[src/rtl/timer_arbiter_pkg.sv]
// Shared types and elaboration helpers for the timer arbiter.
// State encodings, ceil-log2 and prescaler divide derivation.
package timer_arbiter_pkg;

   typedef enum logic [1:0] {
      ST_IDLE = 2'd0,
      ST_LOAD = 2'd1,
      ST_RUN  = 2'd2,
      ST_DONE = 2'd3
   } state_t;

   // Smallest r with 2**r >= v, never below 1 so it is always usable as a width.
   function automatic int unsigned clog2(input int unsigned v);
      int unsigned r;
      r = 0;
      for (int unsigned i = 0; i < 32; i++) begin
         if ((32'd1 << i) < v) r = i + 1;
      end
      return (r == 0) ? 1 : r;
   endfunction

   function automatic int unsigned tick_div(input int unsigned clk_freq,
                                            input int unsigned tick_freq);
      return clk_freq / tick_freq;
   endfunction

endpackage

[src/rtl/timer_arbiter_if.sv]
// Request/grant bundle between the requesters and the shared timer.
interface timer_arbiter_if #(
   parameter int unsigned N_REQ = 4,
   parameter int unsigned DLY_W = 16
);
   logic [N_REQ-1:0]       req;
   logic [N_REQ*DLY_W-1:0] dly;
   logic [N_REQ-1:0]       gnt;
   logic [N_REQ-1:0]       done;
   logic                   busy;
   logic [DLY_W-1:0]       remaining;

   modport master (output req, dly, input gnt, done, busy, remaining);
   modport slave  (input req, dly, output gnt, done, busy, remaining);
endinterface

[src/rtl/timer_arbiter_tick_gen.sv]
// Prescaler: counts clk cycles while enabled and emits a one-cycle tick
// every CLK_FREQ/TICK_FREQ cycles; synchronous clear holds it at zero.
module tick_gen
   import timer_arbiter_pkg::*;
#(
   parameter int unsigned CLK_FREQ  = 50_000_000,
   parameter int unsigned TICK_FREQ = 1000
) (
   input  logic clk,
   input  logic rst,
   input  logic clr,
   input  logic en,
   output logic tick
);
   localparam int unsigned TICK_DIV = tick_div(CLK_FREQ, TICK_FREQ);
   localparam int unsigned PW       = clog2(TICK_DIV);

   if (TICK_DIV < 2) begin : g_div_check
      $error("tick_gen: CLK_FREQ/TICK_FREQ must be at least 2");
   end

   logic [PW-1:0] cnt;

   assign tick = en && (cnt == PW'(TICK_DIV - 1));

   always_ff @(posedge clk) begin
      if (rst || clr) begin
         cnt <= '0;
      end else if (en) begin
         cnt <= tick ? '0 : cnt + PW'(1);
      end
   end

endmodule

[src/rtl/timer_arbiter.sv]
// Round-robin arbiter sharing one prescaled delay counter among N_REQ
// requesters; grants, completion pulses and remaining count are registered.
module timer_arbiter
   import timer_arbiter_pkg::*;
#(
   parameter int unsigned CLK_FREQ  = 50_000_000,
   parameter int unsigned TICK_FREQ = 1000,
   parameter int unsigned N_REQ     = 4,
   parameter int unsigned DLY_W     = 16
) (
   input logic             clk,
   input logic             rst,
   timer_arbiter_if.slave  bus
);
   localparam int unsigned      IW  = clog2(N_REQ);
   localparam logic [N_REQ-1:0] ONE = N_REQ'(1);

   state_t           state, state_nxt;
   logic [IW-1:0]    idx, idx_nxt, ptr, ptr_nxt, win, cand;
   logic             found;
   logic [DLY_W-1:0] rem_nxt, dly_sel;
   logic [DLY_W-1:0] dly_a [N_REQ];
   logic [N_REQ-1:0] gnt_nxt, done_nxt;
   logic             busy_nxt;
   logic             tick, run_en, pre_clr;

   for (genvar g = 0; g < N_REQ; g++) begin : g_dly
      assign dly_a[g] = bus.dly[g*DLY_W +: DLY_W];
   end

   assign dly_sel = dly_a[idx];
   assign run_en  = (state == ST_RUN);
   // Clear from the next state so the prescaler is already 0 in the first cycle out of RUN.
   assign pre_clr = (state_nxt != ST_RUN);

   tick_gen #(
      .CLK_FREQ  (CLK_FREQ),
      .TICK_FREQ (TICK_FREQ)
   ) u_tick (
      .clk  (clk),
      .rst  (rst),
      .clr  (pre_clr),
      .en   (run_en),
      .tick (tick)
   );

   always_comb begin
      found = 1'b0;
      win   = ptr;
      cand  = '0;
      for (int unsigned i = 1; i <= N_REQ; i++) begin
         cand = IW'((32'(ptr) + i) % N_REQ);
         if (!found && bus.req[cand]) begin
            found = 1'b1;
            win   = cand;
         end
      end
   end

   always_comb begin
      state_nxt = state;
      idx_nxt   = idx;
      ptr_nxt   = ptr;
      rem_nxt   = bus.remaining;
      unique case (state)
         ST_IDLE: begin
            if (found) begin
               idx_nxt   = win;
               state_nxt = ST_LOAD;
            end
         end
         ST_LOAD: begin
            if (!bus.req[idx]) begin
               ptr_nxt   = idx;
               rem_nxt   = '0;
               state_nxt = ST_IDLE;
            end else if (dly_sel == '0) begin
               state_nxt = ST_DONE;
            end else begin
               rem_nxt   = dly_sel;
               state_nxt = ST_RUN;
            end
         end
         ST_RUN: begin
            if (!bus.req[idx]) begin
               ptr_nxt   = idx;
               rem_nxt   = '0;
               state_nxt = ST_IDLE;
            end else if (tick) begin
               rem_nxt = bus.remaining - DLY_W'(1);
               if (bus.remaining == DLY_W'(1)) state_nxt = ST_DONE;
            end
         end
         ST_DONE: begin
            ptr_nxt   = idx;
            state_nxt = ST_IDLE;
         end
         default: state_nxt = ST_IDLE;
      endcase
      busy_nxt = (state_nxt != ST_IDLE);
      gnt_nxt  = busy_nxt ? (ONE << idx_nxt) : '0;
      done_nxt = (state_nxt == ST_DONE) ? (ONE << idx_nxt) : '0;
   end

   always_ff @(posedge clk) begin
      if (rst) begin
         state         <= ST_IDLE;
         idx           <= '0;
         ptr           <= IW'(N_REQ - 1);
         bus.gnt       <= '0;
         bus.done      <= '0;
         bus.busy      <= 1'b0;
         bus.remaining <= '0;
      end else begin
         state         <= state_nxt;
         idx           <= idx_nxt;
         ptr           <= ptr_nxt;
         bus.gnt       <= gnt_nxt;
         bus.done      <= done_nxt;
         bus.busy      <= busy_nxt;
         bus.remaining <= rem_nxt;
      end
   end

endmodule

[src/flat_wrapper.sv]
// flat-port wrapper written by rule: the top's interface ports become plain ports
module timer_arbiter_flat import timer_arbiter_pkg::*;
#(
   parameter int unsigned CLK_FREQ  = 50_000_000,
   parameter int unsigned TICK_FREQ = 1000,
   parameter int unsigned N_REQ     = 4,
   parameter int unsigned DLY_W     = 16
)
  (clk, rst, bus_req, bus_dly, bus_gnt, bus_done, bus_busy, bus_remaining);
  timer_arbiter_if #(.N_REQ(N_REQ), .DLY_W(DLY_W)) bus_i ();
  input logic clk;
  input logic rst;
  input wire logic [$bits(bus_i.req)-1:0] bus_req;
  input wire logic [$bits(bus_i.dly)-1:0] bus_dly;
  output wire logic [$bits(bus_i.gnt)-1:0] bus_gnt;
  output wire logic [$bits(bus_i.done)-1:0] bus_done;
  output wire logic [$bits(bus_i.busy)-1:0] bus_busy;
  output wire logic [$bits(bus_i.remaining)-1:0] bus_remaining;
  assign bus_i.req = bus_req;
  assign bus_i.dly = bus_dly;
  assign bus_gnt = bus_i.gnt;
  assign bus_done = bus_i.done;
  assign bus_busy = bus_i.busy;
  assign bus_remaining = bus_i.remaining;
  timer_arbiter #(.CLK_FREQ(CLK_FREQ), .TICK_FREQ(TICK_FREQ), .N_REQ(N_REQ), .DLY_W(DLY_W)) u_core (.clk(clk), .rst(rst), .bus(bus_i));
endmodule
[config.mk]
export PLATFORM = sky130hd
export DESIGN_NAME = timer_arbiter_flat
export DESIGN_NICKNAME = d
export VERILOG_FILES = /design/src/rtl/timer_arbiter_pkg.sv /design/src/rtl/timer_arbiter_if.sv /design/src/rtl/timer_arbiter_tick_gen.sv /design/src/rtl/timer_arbiter.sv /design/src/flat_wrapper.sv
export SDC_FILE = /design/constraint.sdc
export NUM_CORES = 1
export LEC_CHECK = 0
export ABC_AREA = 1
export CAP_MARGIN = 10
export CORE_ASPECT_RATIO = 1.5
export CORE_UTILIZATION = 40
export CTS_CLUSTER_SIZE = 12
export DETAILED_ROUTE_END_ITERATION = 10
export PLACE_DENSITY = 0.72
export SKIP_CTS_REPAIR_TIMING = 1
export SYNTH_ARGS = -nofsm -noshare
export SYNTH_HDL_FRONTEND = slang
export SYNTH_HIERARCHICAL = 1
export SYNTH_SLANG_ARGS = --single-unit
[constraint.sdc]
create_clock -name clk -period 2.36 [get_ports clk]
set_input_delay 0.354 -clock clk [delete_from_list [all_inputs] [get_ports clk]]
set_output_delay 0.354 -clock clk [all_outputs]
set_load 0.03 [all_outputs]
==> summary.txt, run 1 <==
Global route
  • Vias in the first global route: approximately 4000
  • Largest net degree at the start of global routing: 37
  • GRT Total Usage: 0.246
  • Total grt overflow: 0
  • Initial antenna violation count: 0
  • First-pass GRT wire length: approximately 18 mm

Synthesis
  • Post-synthesis instance area: 3480 um^2
  • Top_reg_cell synth: dfxtp_1
  • Number of synthesized register bits: 47
  • Synth Net Count: ~680
  • Mapped Avg Cell Area: 5.80 um^2
  • Post-synth EDFFs: 0
  • Yosys warns: 6
  • Seq/Total Area, Yosys: 0.271
  • Mapped Cells: 600
  • FFs w/ async S/R, synth: 0
  • Distinct cell type count after synthesis: 29

STA
  • Slew Limit Fails: 0
  • # setup viols final: 0
  • Skew final: ~0.0047 ns
  • Actual slew at the worst max-slew pin: 0.454 ns
  • Final Hold Viols: 0
  • Period minus WS final: 2.34 ns
  • Hold_ws: roughly 0.53 ns
  • Fmax: ~430 MHz
  • RSZ-0062 raised after global routing: true
  • Relative slew margins: 0.694
  • Setup TNS: 0 ns
  • Period utilization: 0.992

Power and ir drop
  • Power per Cell Area: 656 nW/um^2
  • Worst VDD drop: 0.437 mV
  • Leakage power: 2.23 nW
  • Clock Power Share: 0.245
  • Sw Ratio: 0.402
  • Pwr Total: 3.30 mW
  • Sw power: ~1.3 mW
  • Pint: about 2.0 mW
  • Comb pwr share: 0.466
  • Sequential share of power: 0.289

Floorplanning
  • Die height: ~120 um
  • FP Rows: 41
  • Core footprint: between 8000 and 9000 um^2
  • Die area: 9080 um^2
  • Initial Util: 0.413
  • Die Wd: 78.1 um
  • I/O pin total: 95

Route
  • WL/cell: 13.5 um
  • Remaining antenna violation count after routing: 0
  • Routed WL: 11.2 mm
  • Iteration count of the initial detailed-routing pass: 5
  • DR iter-0 viols: 258
  • Vias per cell: between 5 and 6
  • Number of remaining DRC errors: 0
  • Routed via count: approximately 4200

Cells and area
  • Highest-count cells in the layout ignoring fill and taps: nand2_1 (195), clkdlybuf4s50_1 (94), nor2_1 (88)
  • N_diodes: 0
  • Commonest non-fill, non-tap cell in the layout: nand2_1
  • Filler Cells Inserted: 820
  • Layout Nets: 803
  • Share of layout cells above drive strength 1: 0.121
  • Synth-to-Final Area Change: 44.5%
  • Multi-input gate area: 2290 um^2
  • Reg area: 943 um^2

Job
  • Max capacitance violation total: 0

Worst setup path
  • RR Endpoint: u_core/u_tick/cnt[0]$_SDFFE_PP0P_
  • Setup crit end: u_core/u_tick/cnt[0]$_SDFFE_PP0P_
  • Worst Path Arrival: 2.55 ns
  • R2r setup slk: 0.02 ns
  • Crit end category: flip-flop
  • Crit path launch: u_core/u_tick/cnt[1]$_SDFFE_PP0P_
  • Worst reg2reg startpoint: u_core/u_tick/cnt[1]$_SDFFE_PP0P_
  • Path depth of the worst reg2reg path: 16
  • CP Launch Type: flip-flop
  • Worst endpoint required time: roughly 2.6 ns
  • Crit path max fanout: 4
  • Crit Path Class: flip-flop to flip-flop

Status
  • Status: finished, final reports clean

CTS
  • CTS tree: done
  • Clock buffer count from CTS: 5
  • Worst-Skew Late Latency: ~0.29 ns
  • CTS clk-pin slew, worst paths: approximately 0.070 ns
  • Clock net sink count: 47
  • CTS root buffer: clkbuf_16
  • CTS Buffer Depth: 2
  • H-tree Lvls: 2

Placed design
  • Final Wtd Congestion: between 0.9 and 1
  • PortBufs: 94
  • Detailed Place HPWL: 8.50 mm

Worst hold path
  • Type of the most critical hold path: flip-flop to flip-flop
==> worst max-delay path: stages (launching register included) <==
cell and delay [ns]:
dfxtp_2 0.37, ha_4 0.15, nand2_2 0.06, inv_2 0.05, nand4_1 0.09, nor4_2 0.28
inv_1 0.10, nor3_2 0.13, nand3_2 0.13, nand2_2 0.08, nand4_1 0.09, nand2_1 0.12
nand2_2 0.08, nor2_4 0.19, buf_4 0.16, nand3_1 0.09, o21ai_0 0.09
==> how the worst min path moves through the flow <==
stage / startpoint / to / slack (ns) / cells after the start
floorplan: u_core/u_tick/cnt[1]$_SDFFE_PP0P_ / u_core/u_tick/cnt[1]$_SDFFE_PP0P_ / 0.48 / 2
global placement: u_core/u_tick/cnt[1]$_SDFFE_PP0P_ / u_core/u_tick/cnt[1]$_SDFFE_PP0P_ / 0.50 / 2
detailed placement: u_core/u_tick/cnt[1]$_SDFFE_PP0P_ / u_core/u_tick/cnt[1]$_SDFFE_PP0P_ / 0.51 / 2
CTS: u_core/u_tick/cnt[1]$_SDFFE_PP0P_ / u_core/u_tick/cnt[1]$_SDFFE_PP0P_ / 0.52 / 2
global route: u_core/bus.remaining[2]$_SDFFE_PP0P_ / u_core/bus.remaining[2]$_SDFFE_PP0P_ / 0.55 / 2
finish: u_core/bus.remaining[2]$_SDFFE_PP0P_ / u_core/bus.remaining[2]$_SDFFE_PP0P_ / 0.53 / 2
==> kinds of logic (layout without fill, tap and decap cells) <==
kind of cell | count (synthesis) | count (layout) | share of synthesized area
AOI/OAI and AO/OA | 65 | 65 | 0.0960
and+or+nand+nor | 394 | 395 | 0.474
xor gates and xnor gates | 13 | 13 | 0.0327
buffers and inverters | 73 | 198 | 0.0975
DFF | 47 | 47 | 0.271
adders and majority gates | 8 | 8 | 0.0288
==> through the flow <==
stage / std cells / setup slack [ns] / area, um^2 / utilization
final: 833 / 0.0191 / 5030 / 0.597
after detailed placement: 815 / -0.219 / 4690 / 0.558
after global placement: 815 / -0.120 / 4690 / 0.558
after floorplan: 600 / 0.0320 / 3480 / -
after global routing: 833 / -0.146 / 5030 / 0.597
after CTS: 823 / -0.107 / 4860 / 0.578
==> synth_stat cells (2+ instances only) <==
cell      instances  area, um^2
inv_1            51         191
clkbuf_1          5        18.8
nand4_1           7        43.8
a21oi_1          25         125
nor2_1           91         342
nand2_2           3        18.8
o21ai_1          11        55.1
ha_1              8         100
buf_6             6        67.6
nor3_1            9        45.0
inv_2             2        7.51
nand2_1         200         751
nand3b_1          2        15.0
buf_2             5        25.0
dfxtp_1          47         941
buf_4             3        22.5
nor2_2            7        43.8
xor2_1            7        61.3
o21ai_0          26         130
xnor2_1           6        52.6
nand3_1          70         350
nor2_4            2        22.5
==> state kept, by name, indices dropped and copies added, names as in the netlist <==
signal	cells
u_core/bus.done	4
u_core/ptr	2
u_core/bus.gnt	4
u_core/u_tick/cnt	16
u_core/bus.remaining	16
u_core/state	2
u_core/idx	2
u_core/bus.busy	1
==> per-layer routing <==
| metal | up-vias | share of wire | wire [um] | track usage |
|---|---|---|---|---|
| met5 | - | 0 | 0 | 0 |
| met4 | 0 | 0.038 | 431 | 0.115 |
| met3 | 38 | 0.035 | 389 | 0.0313 |
| met2 | 122 | 0.54 | 6020 | 0.471 |
| met1 | 1892 | 0.39 | 4400 | 0.264 |
| li1 | 2165 | - | - | - |
==> final cells by class <==
class / count / share of cell area
Clock buffer: 5 / 0.0249
Clock inverter: 3 / 0.00871
Inverter: 54 / 0.0413
Multi-Input combinational cell: 481 / 0.455
Sequential cell: 47 / 0.188
Tap cell: 107 / 0.0266
Timing Repair Buffer: 136 / 0.256
==> power groups by stage <==
stage / Combinational (mW) / Sequential, mW / Clock, mW
finish: 1.54 / 0.955 / 0.807
global route: 1.72 / 0.969 / 0.863
CTS: 1.50 / 0.955 / 0.826
detailed placement: 1.49 / 0.972 / 0
global placement: 1.46 / 0.971 / 0
floorplan: 0.927 / 1.05 / 0
No activity file was read; power rests on OpenSTA's default activity.
==> inputs of run 2 (changes only) <==
RECOVER_POWER = 100   (was unset)
==> summary.txt, run 2 (synthesis gave the netlist of run 1 again) <==
Power and ir drop
  • Pwr Total: 3.28 mW (-0.68%)
  • Sw Ratio: 0.404 (+0.00185)
  • Sw power: 1.32 mW (-0.22%)
  • Pint: 1.95 mW (-0.98%)
  • Power per Cell Area: 652 nW/um^2 (-0.60%)
  • Sequential share of power: 0.291 (+0.002)
  • Worst VDD drop: 0.439 mV (+0.53%)
  • Leakage power: 2.29 nW (+2.8%)
  • Comb pwr share: 0.463 (-0.003)
  • Clock Power Share: 0.246 (about the same)

Route
  • Routed via count: 4238 (+0.50%)
  • M1 WL: 4.40 mm (+0.11%)
  • WL met2: 6.00 mm (-0.32%)
  • DR iter-0 viols: 243 (-5.8%)
  • Remaining antenna violation count after routing: 0 (unchanged)
  • Routed WL: 11.2 mm (-0.12%)
  • Number of remaining DRC errors: 0 (unchanged)
  • Top sig layer: met4
  • Iteration count of the initial detailed-routing pass: 5 (unchanged)
  • Vias per cell: 5.09 (+0.50%)
  • WL/cell: 13.5 um (-0.12%)
  • Metal3 WL: 383 um (-1.5%)

Cells and area
  • Final non-filler cell total: 833 (unchanged)
  • Commonest non-fill, non-tap cell in the layout: nand2_1
  • Filler Cells Inserted: 821 (+0.12%)
  • Reg area: 943 um^2 (unchanged)
  • Layout Nets: 803 (unchanged)
  • Highest-count cells in the layout ignoring fill and taps: nand2_1 (195), nor2_1 (88), clkdlybuf4s50_1 (69)
  • N_diodes: 0 (unchanged)
  • Multi-input gate area: 2290 um^2 (unchanged)
  • Share of layout cells above drive strength 1: 0.120 (-0.00138)
  • Biggest regs: u_core/bus.remaining x16, u_core/u_tick/cnt x16
  • Synth-to-Final Area Change: 44.4% (about the same)

Placed design
  • Final Wtd Congestion: 0.923 (unchanged)
  • PortBufs: 94 (unchanged)
  • Detailed Place HPWL: 8.50 mm (unchanged)
  • Dpl cells: 815 (unchanged)

Worst setup path
  • Slowest stage delay, CP: 0.37 ns (about the same)
  • Crit end category: flip-flop
  • Crit Path Class: flip-flop to flip-flop
  • Most frequent CP cell: nand2_2
  • CP Launch Type: flip-flop
  • Worst Path Arrival: 2.55 ns (about the same)
  • CP cell instances: ha_4 -> nand2_2 -> inv_2 -> nand4_1 -> nor4_2 -> inv_1 -> nor3_2 -> nand3_2 -> nand2_2 -> nand4_1 -> nand2_1 -> nand2_2 -> nor2_4 -> buf_4 -> nand3_1 -> o21ai_0
  • Crit path max fanout: 4 (unchanged)
  • Worst endpoint required time: 2.57 ns (about the same)
  • R2r setup slk: 0.02 ns (about the same)
  • Crit-path slowest cell: dfxtp_2

STA
  • Final Hold Viols: 0 (unchanged)
  • Skew final: 0.00336 ns (-0.00137 ns)
  • Fmax: 427 MHz (about the same)
  • Period minus WS final: 2.34 ns (+0.000710 ns)
  • Relative slew margins: 0.695 (about the same)
  • Setup TNS: 0 ns (unchanged)
  • Actual slew at the worst max-slew pin: 0.453 ns (-0.000999 ns)
  • RSZ-0062 raised after global routing: true
  • Slew Limit Fails: 0 (unchanged)
  • Period utilization: 0.992 (about the same)
  • # setup viols final: 0 (unchanged)

CTS
  • CTS tree: done
  • Clock net sink count: 47 (unchanged)
  • CTS Buffer Depth: 2 (unchanged)
  • CTS clk-pin slew, worst paths: 0.07 ns (about the same)
  • H-tree Lvls: 2 (unchanged)
  • Clock buffer count from CTS: 5 (unchanged)
  • CTS root buffer: clkbuf_16
  • Worst-Skew Late Latency: 0.29 ns (about the same)

Floorplanning
  • Die Wd: 78.1 um (unchanged)
  • Initial Util: 0.413 (unchanged)
  • Die area: 9080 um^2 (unchanged)
  • I/O pin total: 95 (unchanged)
  • Die height: 116 um (unchanged)
  • FP Rows: 41 (unchanged)
  • Core footprint: 8410 um^2 (unchanged)

Global route
  • Largest net degree at the start of global routing: 37 (unchanged)
  • First-pass GRT wire length: 17.9 mm (unchanged)
  • Total grt overflow: 0 (unchanged)
  • GRT Total Usage: 0.246 (unchanged)
  • Initial antenna violation count: 0 (unchanged)
  • Vias in the first global route: 3995 (unchanged)

Worst hold path
  • Type of the most critical hold path: flip-flop to flip-flop

Status
  • Status: finished, final reports clean

Job
  • Max capacitance violation total: 0 (unchanged)
-- run 2: worst paths after layout --
| check | from | to | cells after the start |
|---|---|---|---|
| max | u_core/u_tick/cnt[1]$_SDFFE_PP0P_ | u_core/u_tick/cnt[0]$_SDFFE_PP0P_ | 16 |
| min | u_core/bus.remaining[2]$_SDFFE_PP0P_ | u_core/bus.remaining[2]$_SDFFE_PP0P_ | 2 |
| max reg2reg | u_core/u_tick/cnt[1]$_SDFFE_PP0P_ | u_core/u_tick/cnt[0]$_SDFFE_PP0P_ | 16 |
| min reg2reg | u_core/bus.remaining[2]$_SDFFE_PP0P_ | u_core/bus.remaining[2]$_SDFFE_PP0P_ | 2 |
-- run 2: routing by layer --
| layer | vias to the layer above | global-route usage |
|---|---|---|
| li1 | 2169 | - |
| met1 | 1917 | 0.264 |
| met2 | 113 | 0.471 |
| met3 | 39 | 0.0313 |
| met4 | 0 | 0.115 |
| met5 | - | 0 |
-- run 2: critical path: cells and delay by family, from the launching register on --
kind                     cells  cell delay (ns)
adder cells (fa/ha/maj)      1             0.15
AND/OR/NAND/NOR             11             1.34
buffers and inverters        3             0.31
AO/OA/AOI/OAI                1             0.09
flip-flops                   1             0.37
-- run 2: area by class of cell --
| type | count | area share |
|---|---|---|
| Multi-Input combinational cell | 481 | 0.455 |
| Timing Repair Buffer | 136 | 0.255 |
| Sequential cell | 47 | 0.188 |
| Inverter | 54 | 0.0414 |
| Tap cell | 107 | 0.0267 |
| Clock buffer | 5 | 0.0249 |
| Clock inverter | 3 | 0.00872 |
-- run 2: stage by stage --
step	util	worst slack (ns)	cell area, um^2	hold slack (ns)
after floorplan	-	0.0320	3480	0.481
after global placement	0.558	-0.120	4690	0.498
after detailed placement	0.558	-0.219	4690	0.513
after CTS	0.578	-0.107	4860	0.524
after global routing	0.597	-0.146	5020	0.550
final	0.597	0.0184	5020	0.529
-- run 2: power groups by stage --
stage / Sequential [mW] / Clock (mW) / Combinational [mW]
CTS: 0.955 / 0.826 / 1.50
finish: 0.953 / 0.805 / 1.52
global route: 0.966 / 0.863 / 1.70
detailed placement: 0.972 / 0 / 1.49
floorplan: 1.05 / 0 / 0.927
global placement: 0.971 / 0 / 1.46
